<file path="src/rtl/gcd_pkg.sv">
// Shared types and defaults for the round-robin GCD scheduler.
package gcd_pkg;
    localparam int DEF_W = 6;

    typedef enum logic [1:0] {
        S_IDLE = 2'd0,
        S_RUN  = 2'd1,
        S_DONE = 2'd2
    } state_t;
endpackage

</file>
<file path="src/rtl/gcd_sub_engine.sv">
// Iterative subtractive GCD datapath: load operands, then one subtract step per enabled cycle.
module gcd_sub_engine
    import gcd_pkg::*;
#(
    parameter int W = DEF_W
) (
    input  logic         clk,
    input  logic         rst,
    input  logic         i_load,
    input  logic         i_step,
    input  logic [W-1:0] i_a,
    input  logic [W-1:0] i_b,
    output logic         o_done,
    output logic [W-1:0] o_result,
    output logic         o_err,
    output logic [W-1:0] o_iters
);
    logic [W-1:0] r_a;
    logic [W-1:0] r_b;
    logic [W-1:0] r_iters;
    logic         w_zero;

    assign w_zero   = (r_a == '0) || (r_b == '0);
    assign o_done   = w_zero || (r_a == r_b);
    assign o_result = w_zero ? (r_a | r_b) : r_a;
    assign o_err    = (r_a == '0) && (r_b == '0);
    assign o_iters  = r_iters;

    // Only the larger operand shrinks, so the subtraction can never underflow.
    always_ff @(posedge clk) begin
        if (rst) begin
            r_a     <= '0;
            r_b     <= '0;
            r_iters <= '0;
        end else if (i_load) begin
            r_a     <= i_a;
            r_b     <= i_b;
            r_iters <= '0;
        end else if (i_step && !o_done) begin
            if (r_a > r_b) r_a <= r_a - r_b;
            else           r_b <= r_b - r_a;
            r_iters <= r_iters + 1'b1;
        end
    end
endmodule

</file>
<file path="src/rtl/gcd_rr_scheduler.sv">
// Round-robin arbiter and job FSM sharing one GCD engine among N_REQ requesters.
module gcd_rr_scheduler
    import gcd_pkg::*;
#(
    parameter int N_REQ = 4,
    parameter int W     = DEF_W,
    parameter int IDW   = 2
) (
    input  logic               clk,
    input  logic               rst,
    input  logic [N_REQ-1:0]   req,
    input  logic [N_REQ*W-1:0] ain,
    input  logic [N_REQ*W-1:0] bin,
    output logic [N_REQ-1:0]   gnt,
    output logic               rsp_valid,
    input  logic               rsp_ready,
    output logic [IDW-1:0]     rsp_id,
    output logic [W-1:0]       rsp_out,
    output logic               rsp_err,
    output logic [W-1:0]       rsp_iters,
    output logic               busy
);
    state_t             r_state;
    state_t             w_next;
    logic [IDW-1:0]     r_rr_ptr;
    logic [IDW-1:0]     r_job_id;
    logic [N_REQ-1:0]   r_gnt;
    logic               r_rsp_valid;
    logic [IDW-1:0]     r_rsp_id;
    logic [W-1:0]       r_rsp_out;
    logic               r_rsp_err;
    logic [W-1:0]       r_rsp_iters;

    logic               w_found;
    logic [IDW-1:0]     w_win;
    logic [IDW-1:0]     w_ptr_nxt;
    logic               w_load;
    logic               w_step;
    logic               w_eng_done;
    logic [W-1:0]       w_eng_result;
    logic               w_eng_err;
    logic [W-1:0]       w_eng_iters;

    // Scan from the highest offset down so the lowest offset from rr_ptr wins.
    always_comb begin
        w_found = 1'b0;
        w_win   = '0;
        for (int k = N_REQ - 1; k >= 0; k--) begin
            if (req[(int'(r_rr_ptr) + k) % N_REQ]) begin
                w_found = 1'b1;
                w_win   = IDW'((int'(r_rr_ptr) + k) % N_REQ);
            end
        end
    end

    assign w_ptr_nxt = IDW'((int'(w_win) + 1) % N_REQ);

    always_comb begin
        w_next = r_state;
        w_load = 1'b0;
        w_step = 1'b0;
        case (r_state)
            S_IDLE: begin
                if (w_found) begin
                    w_load = 1'b1;
                    w_next = S_RUN;
                end
            end
            S_RUN: begin
                w_step = 1'b1;
                if (w_eng_done) w_next = S_DONE;
            end
            S_DONE: begin
                if (rsp_ready) w_next = S_IDLE;
            end
            default: w_next = S_IDLE;
        endcase
    end

    always_ff @(posedge clk) begin
        if (rst) begin
            r_state     <= S_IDLE;
            r_rr_ptr    <= '0;
            r_job_id    <= '0;
            r_gnt       <= '0;
            r_rsp_valid <= 1'b0;
            r_rsp_id    <= '0;
            r_rsp_out   <= '0;
            r_rsp_err   <= 1'b0;
            r_rsp_iters <= '0;
        end else begin
            r_state <= w_next;
            r_gnt   <= '0;
            if (w_load) begin
                r_gnt    <= N_REQ'(1) << w_win;
                r_rr_ptr <= w_ptr_nxt;
                r_job_id <= w_win;
            end
            if (r_state == S_RUN && w_eng_done) begin
                r_rsp_valid <= 1'b1;
                r_rsp_id    <= r_job_id;
                r_rsp_out   <= w_eng_result;
                r_rsp_err   <= w_eng_err;
                r_rsp_iters <= w_eng_iters;
            end
            if (r_state == S_DONE && rsp_ready) r_rsp_valid <= 1'b0;
        end
    end

    gcd_sub_engine #(.W(W)) u_engine (
        .clk      (clk),
        .rst      (rst),
        .i_load   (w_load),
        .i_step   (w_step),
        .i_a      (ain[int'(w_win)*W +: W]),
        .i_b      (bin[int'(w_win)*W +: W]),
        .o_done   (w_eng_done),
        .o_result (w_eng_result),
        .o_err    (w_eng_err),
        .o_iters  (w_eng_iters)
    );

    assign gnt       = r_gnt;
    assign rsp_valid = r_rsp_valid;
    assign rsp_id    = r_rsp_id;
    assign rsp_out   = r_rsp_out;
    assign rsp_err   = r_rsp_err;
    assign rsp_iters = r_rsp_iters;
    assign busy      = (r_state != S_IDLE);
endmodule
</file>
<file path="config.mk">
export PLATFORM = sky130hd
export DESIGN_NAME = gcd_rr_scheduler
export DESIGN_NICKNAME = d
export VERILOG_FILES = /design/src/rtl/gcd_pkg.sv /design/src/rtl/gcd_sub_engine.sv /design/src/rtl/gcd_rr_scheduler.sv
export SDC_FILE = /design/constraint.sdc
export NUM_CORES = 1
export LEC_CHECK = 0
export CORE_UTILIZATION = 49
export DETAILED_ROUTE_END_ITERATION = 12
export PLACE_DENSITY = 0.85
export SLEW_MARGIN = 20
export SYNTH_ARGS = -nofsm -noshare
export SYNTH_HDL_FRONTEND = slang
export SYNTH_HIERARCHICAL = 1
export SYNTH_SLANG_ARGS = --single-unit
</file>
<file path="constraint.sdc">
create_clock -name clk -period 2.7 [get_ports clk]
set_input_delay 0.54 -clock clk [delete_from_list [all_inputs] [get_ports clk]]
set_output_delay 0.54 -clock clk [all_outputs]
set_load 0.05 [all_outputs]
</file>
# Word level (Yosys, flattened, before mapping)
# Index checks and enable logic that the tools add are counted.
dict set report classes {
  shifts 3
  div 0
  bitwise_logic 5
  magnitude_cmp 5
  n_eq_ne 7
  n_mul 1
  n_reduce_logical 22
  n_mux 33
  add_sub_neg 7
}
# operator n
set ops {}
lappend ops {{$mux W6} 7}
lappend ops {{$shiftx A24 B32 Y6} 1}
lappend ops {{$shiftx A24 B6 Y6} 1}
lappend ops {{$mux W1} 14}
lappend ops {{$mux W2} 7}
lappend ops {{$logic_not A6 Y1} 2}
lappend ops {{$lt A3 B4 Y1 const B} 3}
lappend ops {{$reduce_or A2 Y1} 6}
lappend ops {{$sub A6 B6 Y6} 2}
lappend ops {{$bmux W1 S2} 4}
lappend ops {{$add A6 B1 Y6 const B} 1}
lappend ops {{$eq A6 B6 Y1} 1}
lappend ops {{$gt A6 B6 Y1} 1}
lappend ops {{$or A6 B6 Y6} 1}
lappend ops {{$pmux W2 S3} 1}
lappend ops {{$reduce_bool A2 Y1} 3}
lappend ops {{$add A2 B1 Y2 const B} 2}
lappend ops {{$add A2 B2 Y2 const B} 2}
lappend ops {{$logic_and A1 B1 Y1} 4}
lappend ops {{$mul A2 B2 Y4 const B} 1}
lappend ops {{$ne A2 B1 Y1 const B} 2}
lappend ops {{$ne A2 B2 Y1 const B} 2}
lappend ops {{$reduce_and A2 Y1} 2}
lappend ops {{$shl A1 B2 Y4 const A} 1}
lappend ops {{9 further kinds} 12}
dict set report totals {
  regBits 44
  romBits 0
  mem_count 0
  out_inout_bits 21
  latch_bits 0
  ram_bits 0
  inputBits 55
  word_cells 95
}

# Depth between registers and ports, before layout
# Gate-level depths: netlist of run 1.
dict set report logic_depth {
  word_depth 14
  depth_mapped 12
}

# Cells and area by module
# Netlist of run 1, hierarchy kept.
# module area_each_um2 cells_per_inst instances seq_area_each_um2
set modules_own_cells {}
lappend modules_own_cells {gcd_sub_engine 1537.7 189 1 360.3}
lappend modules_own_cells {gcd_rr_scheduler 1407.6 166 1 520.5}

# Worst setup path before layout of run 1
# No wires, ideal clock.
dict set report synth_path {
  path_kind {register to register}
  from {reg u_engine.r_a[4]}
  to {reg r_rsp_out[0], in the netlist rsp_out[0]}
  setup_ns 0.134
  path_slack_ns 0.373
  stages_incl_launch_ff 13
  n_path_buf 3
  t_arrival_ns 2.194
  synth_period_minus_slack_ns 2.327
  cell_sequence {dfxtp_1 > inv_1 > ha_1 > buf_2 > nor4_2 > nand2_1 > nand2_1 > nand2_1 > or2_2 > clkbuf_1 > buf_2 > nand2_1 > a21oi_1}
}
dict set report synth_via {
  elab_chain_len 4
  word_cells_on_any_way 6
}
# element line_no
set synth_lines {}
lappend synth_lines {{from (decl)} gcd_sub_engine.sv:18} ;# logic [W-1:0] r_a;
lappend synth_lines {{from (signal assigned)} gcd_sub_engine.sv:36} ;# r_a <= i_a;
lappend synth_lines {{from (signal assigned)} gcd_sub_engine.sv:40} ;# if (r_a > r_b) r_a <= r_a - r_b;
lappend synth_lines {{$logic_not A6 Y1} gcd_sub_engine.sv:23} ;# assign w_zero = (r_a == '0) || (r_b == '0);
lappend synth_lines {{$logic_or A1 B1 Y1} gcd_sub_engine.sv:23}
lappend synth_lines {{$logic_or A1 B1 Y1 (*)} gcd_sub_engine.sv:24} ;# assign o_done = w_zero || (r_a == r_b);
lappend synth_lines {{via w_eng_done} gcd_rr_scheduler.sv:39} ;# logic w_eng_done;
lappend synth_lines {{$logic_and A1 B1 Y1 (*)} gcd_rr_scheduler.sv:99} ;# if (r_state == S_RUN && w_eng_done) begin
lappend synth_lines {{to (signal assigned)} gcd_rr_scheduler.sv:102} ;# r_rsp_out <= w_eng_result;
lappend synth_lines {{to (decl)} gcd_rr_scheduler.sv:30} ;# logic [W-1:0] r_rsp_out;
# The timed path passes the listed nets; every way through them passes the cells marked *.
# A chain may end at the register's enable or synchronous reset.

# Worst setup path after layout of run 1
dict set report layout_path {
  from {reg u_engine.r_a[5]}
  to {reg u_engine.r_a[2]}
}
dict set report layout_via {
  elab_chain_len 7
  word_cells_on_any_way 10
}
# element
set layout_lines {}
lappend layout_lines {{branches (longest 6 deep; another with $gt A6 B6 Y1)}}
lappend layout_lines {{$reduce_and A2 Y1 (no source line) (*)}}
# Every way passes the cells marked *.

==> summary.txt, run 1 <==
Layout
  – Layout Cells excl Fill: 507
  – Ratio of cells with drive above 1 in the final layout: 0.0805
  – Fillcell total: around 450
  – Inserted Diodes: 0
  – Nets: 509
  – Area Growth Syn to Fin: 32.7%

Timing
  – Min Tclk post-route: ~2.5 ns
  – Slew HR: 0.643
  – Final setup viols: 0
  – Sum Neg Setup Slack: 0 ns
  – Worst-Margin Slew: 0.536 ns
  – Setup ws final: approximately 0.22 ns
  – Fin crit share: 0.918
  – Max Freq: 0.403 GHz
  – RSZ-0062 raised after global routing: no
  – Number of hold violations in the final report: 0
  – Final Max Slew Viols: 0
  – Clk_skew: between 0.007 and 0.008 ns

Pwr
  – Comb pwr share: 0.679
  – Seq pwr share: 0.211
  – Leakage: around 1.5 nW
  – Power Dens Cells: between 1000 and 1500 nW/um^2
  – Worst IR drop on VDD: approximately 0.80 mV
  – Switch Pwr: 2.30 mW
  – P_int: 2.38 mW
  – Sw Share: 0.491
  – Clock power frac: 0.111

Routing
  – Vias/cell: between 5 and 6
  – Total wire length: 7150 um
  – Wire length per cell: roughly 14 um
  – First-iteration detailed-routing DRC count: 196
  – DRT Pass-1 Iters: 5
  – Via count: around 2.8k
  – Number of routed nets with antenna violations: 0
  – Residual DRC count: 0

Setup path
  – CP cell instances: inv_1 > ha_1 > nor2_1 > a21boi_4 > and3_1 > nand2_1 > a2111oi_1
  – Critical path's top delay family: simple AND/OR/NAND/NOR gates
  – Crit-path max FO: 13
  – Setup crit start kind: flop
  – R2R depth: 7
  – WP data required: around 2.9 ns
  – Crit end category: flop
  – Critical Path AT: roughly 2.7 ns
  – Crit path buffers/inverters: 1
  – Crit-path max cell delay: 0.52 ns
  – CP max-delay cell: and3_1
  – Crit. path cell count: 7
  – CP Class: reg -> reg

Placed design
  – Placed wire-length estimate: around 5700 um
  – Port Buf Inserts: 75
  – Pre-CTS setup slack: 0.112 ns
  – Placer Congestion: 0.985
  – Inst Count DP: ~500

Clocking
  – CTS tree: done
  – # clock sinks: 44
  – Post-CTS sizing: 0
  – Hold buffer count at CTS: 0
  – Num CTS Buffers: 5
  – H-tree depth: 2
  – Clock Tree Root: clkbuf_8
  – Post-CTS Repair Setup Buffers: 0
  – Clock-pin slew on the worst setup and hold paths: 0.09 ns
  – Later-pin clock latency in the skew report: ~0.30 ns
  – Maximum root-to-sink buffer count: 2

Logic synthesis
  – Mapped cell area: just under 3000 sq um
  – Post-synth ARST share: 0
  – Top FF cell, synth: dfxtp_1
  – Syn nets: 430
  – Mapped Cells: approximately 360
  – Avg Inst Size Synth: 8.30 sq um
  – EDFF count, synth: 0
  – Synth unique cells: 53
  – Yosys reg bits: 44
  – Sequential cell area fraction in the yosys report: 0.299
  – Synth warn: 6

Run
  – Max-cap violations: 0

GRT
  – GR Overflow Total: 0
  – Largest net degree at the start of global routing: 29
  – First-pass GRT wire length: ~12,000 um
  – Number of global-route vias before repair: roughly 2.8k
  – Initial antenna violation count: 0
  – Global Route Usage Sum: 0.245

Floorplan
  – Starting Density: 0.522
  – Area of the core: roughly 5600 sq um
  – Die height: 79.5 um
  – Die width: approximately 80 um
  – IO Pins: 76
  – DIE AREA: roughly 6300 sq um
  – Row cnt: 27

Worst hold path
  – HP Class: reg -> reg
  – Hold depth: 2

Run status
  – Run status: completed
==> power by group through the flow <==
| stage | Sequential [mW] | Combinational, mW | Clock, mW |
|---|---|---|---|
| finish | 0.987 | 3.18 | 0.518 |
| global route | 1.01 | 3.48 | 0.556 |
| CTS | 0.982 | 3.14 | 0.523 |
| detailed placement | 0.995 | 3.12 | 0 |
| global placement | 0.988 | 3.05 | 0 |
| floorplan | 1.18 | 2.13 | 0 |
==> worst min-delay path, stage by stage (launching register included) <==
cell and delay [ns]:
dfxtp_1 0.32, nand2_1 0.05, a21oi_1 0.05
==> stage by stage <==
stage	hold WS [ns]	utilization	power [mW]	cell area, sq um
3_3_place_gp	0.443	0.672	4.04	3790
3_5_place_dp	0.446	0.672	4.12	3790
6_report	0.456	0.693	4.68	3910
5_1_grt	0.468	0.693	5.04	3910
4_1_cts	0.458	0.693	4.64	3910
2_1_floorplan	0.432	-	3.32	2950
==> flip-flops by register name, indices dropped and copies added (netlist names) <==
register	count
rsp_err	1
u_engine/r_b	6
u_engine/o_iters	6
r_state	2
r_rr_ptr	2
rsp_out	6
gnt	4
rsp_valid	1
u_engine/r_a	6
r_job_id	2
rsp_iters	6
rsp_id	2
==> per-layer routing <==
layer | part of all wire | GRT usage | wire length [um]
met4 | 0.024 | 0.0964 | 169
met3 | 0.062 | 0.0480 | 441
met5 | 0 | 0 | 0
met1 | 0.42 | 0.288 | 2990
met2 | 0.50 | 0.432 | 3550
==> kinds of logic after synthesis <==
family                     after synthesis  share of synthesized area
buffers and inverters                   43                     0.0709
and+or+nand+nor                        125                      0.201
adders and majority gates               20                     0.0901
muxes                                   38                      0.130
DFF                                     44                      0.299
AOI/OAI and AO/OA                       75                      0.180
xor gates and xnor gates                10                     0.0297
==> final cells by class <==
cell class | count | area [sq um] | share of cell area
clock inverter | 3 | 46.3 | 0.0118
sequential | 44 | 881 | 0.225
clock buffer | 5 | 68.8 | 0.0176
tap | 72 | 90.1 | 0.0231
timing repair buffer | 89 | 868 | 0.222
multi-input combinational | 268 | 1860 | 0.475
inverter | 26 | 97.6 | 0.0250
==> Yosys cell counts (all sizes together) (2+ instances only) <==
cell type   n  area [sq um]
a2111oi     3          33.8
a211oi      2          20.0
a21oi      37           189
a32o        2          20.0
and2        2          12.5
and3        3          18.8
buf        12          92.6
clkbuf      5          18.8
dfxtp      44           881
fa          2          40.0
ha         18           225
inv        26          97.6
mux2        2          22.5
mux2i      36           360
nand2      53           201
nand2b      4          25.0
nand3       7          40.0
nand4       6          37.5
nor2       27           101
nor2b       7          43.8
nor3        3          15.0
nor4        5          37.5
o2111ai     2          17.5
o21ai       7          35.0
o21bai      3          22.5
o311a       2          20.0
o311ai      7          61.3
o31ai       2          15.0
or2         3          18.8
or4         4          30.0
xnor2       7          61.3
xor2        3          26.3
==> worst paths after layout <==
check | start | end | slack (ns)
hold / removal | rsp_iters[4]$_SDFFE_PP0P_ | rsp_iters[4]$_SDFFE_PP0P_ | 0.46
setup reg to reg | u_engine/r_a[5]$_SDFFE_PP0P_ | u_engine/r_a[2]$_SDFFE_PP0P_ | 0.22
hold reg to reg | rsp_iters[4]$_SDFFE_PP0P_ | rsp_iters[4]$_SDFFE_PP0P_ | 0.46
setup / recovery | u_engine/r_a[5]$_SDFFE_PP0P_ | u_engine/r_a[2]$_SDFFE_PP0P_ | 0.22
==> cells in the final DEF (no fill, tap or decap), types with 2 or more instances in the layout <==
master,count
a21oi_1,36
a32o_1,2
and2_1,2
and3_1,3
buf_4,13
clkbuf_8,5
clkdlybuf4s50_1,75
dfxtp_1,44
fa_1,2
ha_1,18
inv_1,26
mux2_2,2
mux2i_1,36
nand2_1,52
nand2b_1,4
nand3_1,6
nand4_1,6
nor2_1,27
nor2b_1,7
nor3_1,3
nor4_1,4
o2111ai_1,2
o21ai_0,7
o21bai_1,3
o311a_1,2
o311ai_0,4
o311ai_1,3
o31ai_1,2
or2_2,2
or4_1,4
xnor2_1,7
xor2_1,3
No activity file was read; power rests on OpenSTA's default activity.
==> inputs of run 2 (changes only) <==
--- a/config.mk
+++ b/config.mk
@@ -5,9 +5,11 @@
 export SDC_FILE = /design/constraint.sdc
 export NUM_CORES = 1
 export LEC_CHECK = 0
-export CORE_UTILIZATION = 49
+export CORE_MARGIN = 5
+export CORE_UTILIZATION = 51
+export CTS_BUF_LIST = sky130_fd_sc_hd__clkbuf_4 sky130_fd_sc_hd__clkbuf_8
 export DETAILED_ROUTE_END_ITERATION = 12
-export PLACE_DENSITY = 0.85
+export PLACE_DENSITY = 0.88
 export SLEW_MARGIN = 20
 export SYNTH_ARGS = -nofsm -noshare
 export SYNTH_HDL_FRONTEND = slang
==> run 2 against run 1 <==
Net effect:
- setup slack got worse by 0.035 ns
- die area rose by 17%
- final area fell by 0.29%
- clock power fell by 2%
- global-route usage fell by 4.1 points
- sequential cell count did not move
- critical path type unchanged
- critical endpoint is now u_engine/r_b[0]$_SDFFE_PP0P_
- highest routed layer unchanged
==> summary.txt, run 2 (synthesized netlist as in run 1, its figures left out) <==
Clocking
  – Post-CTS sizing: 0 (unchanged)
  – H-tree depth: 2 (unchanged)
  – Num CTS Buffers: 5 (unchanged)
  – Maximum root-to-sink buffer count: 2 (unchanged)
  – Clock Tree Root: clkbuf_8 (unchanged)
  – Post-CTS Repair Setup Buffers: 0 (unchanged)
  – Hold buffer count at CTS: 0 (unchanged)
  – CTS tree: done (unchanged)
  – Clock-pin slew on the worst setup and hold paths: 0.08 ns (was 0.09 ns)
  – # clock sinks: 44 (unchanged)
  – Later-pin clock latency in the skew report: 0.30 ns (about the same)

GRT
  – Global Route Usage Sum: 0.204 (was 0.245)
  – GR Overflow Total: 0 (unchanged)
  – First-pass GRT wire length: 12,300 um (was 12,200 um)
  – Largest net degree at the start of global routing: 29 (unchanged)
  – Number of global-route vias before repair: 2,701 (was 2,752)
  – Initial antenna violation count: 0 (unchanged)

Setup path
  – CP max-delay cell: nor4_2 (was and3_1)
  – Critical Path AT: 2.69 ns (was 2.66 ns)
  – Crit path launch: u_engine/r_a[2]$_SDFFE_PP0P_ (was u_engine/r_a[5]$_SDFFE_PP0P_)
  – Crit end category: flop (unchanged)
  – CP Class: reg -> reg (unchanged)
  – WP data required: 2.87 ns (was 2.88 ns)
  – Beginning of the worst register-to-register path: u_engine/r_a[2]$_SDFFE_PP0P_ (was u_engine/r_a[5]$_SDFFE_PP0P_)
  – CP cell instances: inv_1 > ha_1 > nor4_2 > a21boi_4 > and3_1 > a211oi_1 > a2111oi_2 (was inv_1 > ha_1 > nor2_1 > a21boi_4 > and3_1 > nand2_1 > a2111oi_1)
  – Crit-path max FO: 13 (unchanged)
  – Crit-path max cell delay: 0.51 ns (was 0.52 ns)
  – Setup crit start kind: flop (unchanged)

Pwr
  – Switch Pwr: 2.28 mW (was 2.30 mW)
  – P_int: 2.38 mW (about the same)
  – Pwr Total: 4.66 mW (was 4.68 mW)
  – Worst IR drop on VDD: 0.869 mV (was 0.800 mV)
  – Comb pwr share: 0.678 (was 0.679)
  – Leakage: 1.54 nW (was 1.55 nW)
  – Clock power frac: 0.109 (was 0.111)
  – Seq pwr share: 0.213 (was 0.211)
  – Power Dens Cells: 1200 nW/um^2 (about the same)
  – Sw Share: 0.490 (was 0.491)

Run
  – Max-cap violations: 0 (unchanged)

Layout
  – Inserted Diodes: 0 (unchanged)
  – Commonest non-fill, non-tap cells in the layout: 75 x clkdlybuf4s50_1, 52 x nand2_1, 44 x dfxtp_1, 36 x a21oi_1, 36 x mux2i_1 (unchanged)
  – Final instance area: 3900 sq um (was 3910 sq um)
  – Layout Cells excl Fill: 506 (was 507)
  – Commonest non-fill, non-tap cell in the layout: clkdlybuf4s50_1 (unchanged)
  – Final core utilization: 0.699 (was 0.693)
  – Nets: 508 (was 509)
  – Area Growth Syn to Fin: 32.3% (was 32.7%)
  – Ratio of cells with drive above 1 in the final layout: 0.0783 (was 0.0805)

Floorplan
  – DIE AREA: 7400 sq um (was 6330 sq um)
  – Die height: 86.0 um (was 79.5 um)
  – Area of the core: 5570 sq um (was 5640 sq um)
  – Starting Density: 0.528 (was 0.522)
  – IO Pins: 76 (unchanged)
  – Row cnt: 27 (unchanged)
  – Die width: 86.0 um (was 79.5 um)

Timing
  – Hold slack: 0.456 ns (about the same)
  – Setup ws final: 0.185 ns (was 0.221 ns)
  – Min Tclk post-route: 2.51 ns (was 2.48 ns)
  – Number of hold violations in the final report: 0 (unchanged)
  – Slew HR: 0.628 (was 0.643)
  – Sum Neg Setup Slack: 0 ns (unchanged)
  – Final Max Slew Viols: 0 (unchanged)
  – Fin crit share: 0.931 (was 0.918)
  – Max Freq: 0.398 GHz (was 0.403 GHz)
  – RSZ-0062 raised after global routing: no (unchanged)
  – Final setup viols: 0 (unchanged)
  – Worst-Margin Slew: 0.558 ns (was 0.536 ns)
  – Clk_skew: 0.00354 ns (was 0.00743 ns)

Placed design
  – Inst Count DP: 498 (was 499)
  – Port Buf Inserts: 75 (unchanged)
  – Placed wire-length estimate: 6000 um (was 5710 um)
  – Pre-CTS setup slack: 0.0976 ns (was 0.112 ns)
  – Placer Congestion: 0.953 (was 0.985)
  – Placed Area: 3780 sq um (was 3790 sq um)

Worst hold path
  – Min-delay src: rsp_out[0]$_SDFFE_PP0P_ (was rsp_iters[4]$_SDFFE_PP0P_)
  – HP Class: reg -> reg (unchanged)

Routing
  – Total wire length: 7520 um (was 7150 um)
  – Vias/cell: 5.55 (was 5.54)
  – Wire length per cell: 14.9 um (was 14.1 um)
  – DRT Pass-1 Iters: 4 (was 5)
  – Residual DRC count: 0 (unchanged)
  – Via count: 2,806 (was 2,807)
  – Number of routed nets with antenna violations: 0 (unchanged)
  – First-iteration detailed-routing DRC count: 196 (unchanged)

Run status
  – Run status: completed (unchanged)
-- run 2: power groups by stage --
stage | logic [mW] | clock network [mW] | registers (mW)
6_report | 3.16 | 0.507 | 0.992
5_1_grt | 3.45 | 0.547 | 1.01
4_1_cts | 3.14 | 0.513 | 0.988
3_5_place_dp | 3.11 | 0 | 1.00
3_3_place_gp | 3.02 | 0 | 0.994
2_1_floorplan | 2.13 | 0 | 1.18
-- run 2: worst max-delay path, delay by kind of cell (launching register included) --
| family | cells | cell delay, ns |
|---|---|---|
| AOI/OAI and AO/OA | 3 | 0.54 |
| adders and majority gates | 1 | 0.41 |
| buffers and inverters | 1 | 0.11 |
| DFF | 1 | 0.41 |
| and+or+nand+nor | 2 | 0.90 |
-- run 2: layout make-up --
class                      count  area (sq um)
multi-input combinational    268          1860
fill                         429          1680
sequential                    44           881
timing repair buffer          88           861
inverter                      26          97.6
tap                           72          90.1
clock buffer                   6          76.3
clock inverter                 2          35.0
-- run 2: path summary, 6_finish.rpt --
kind | to | cells after the start | slack [ns]
setup / recovery | u_engine/r_b[0]$_SDFFE_PP0P_ | 7 | 0.19
hold / removal | rsp_out[0]$_SDFFE_PP0P_ | 2 | 0.46
setup reg to reg | u_engine/r_b[0]$_SDFFE_PP0P_ | 7 | 0.19
hold reg to reg | rsp_out[0]$_SDFFE_PP0P_ | 2 | 0.46
-- run 2: routing by layer --
| layer | GRT usage | vias to the layer above | wire length, um |
|---|---|---|---|
| met5 | 0 | - | 0 |
| met3 | 0.0327 | 17 | 457 |
| met2 | 0.355 | 89 | 3770 |
| met4 | 0.0921 | 0 | 193 |
| li1 | - | 1397 | - |
| met1 | 0.244 | 1303 | 3090 |
==> inputs of run 3 (changes only) <==
--- a/config.mk
+++ b/config.mk
@@ -10,7 +10,6 @@
 export CTS_BUF_LIST = sky130_fd_sc_hd__clkbuf_4 sky130_fd_sc_hd__clkbuf_8
 export DETAILED_ROUTE_END_ITERATION = 12
 export PLACE_DENSITY = 0.88
-export SLEW_MARGIN = 20
 export SYNTH_ARGS = -nofsm -noshare
 export SYNTH_HDL_FRONTEND = slang
 export SYNTH_HIERARCHICAL = 1
==> results of run 3 <==
Same layout as run 2: the final DEF is identical, and so are final timing and power.
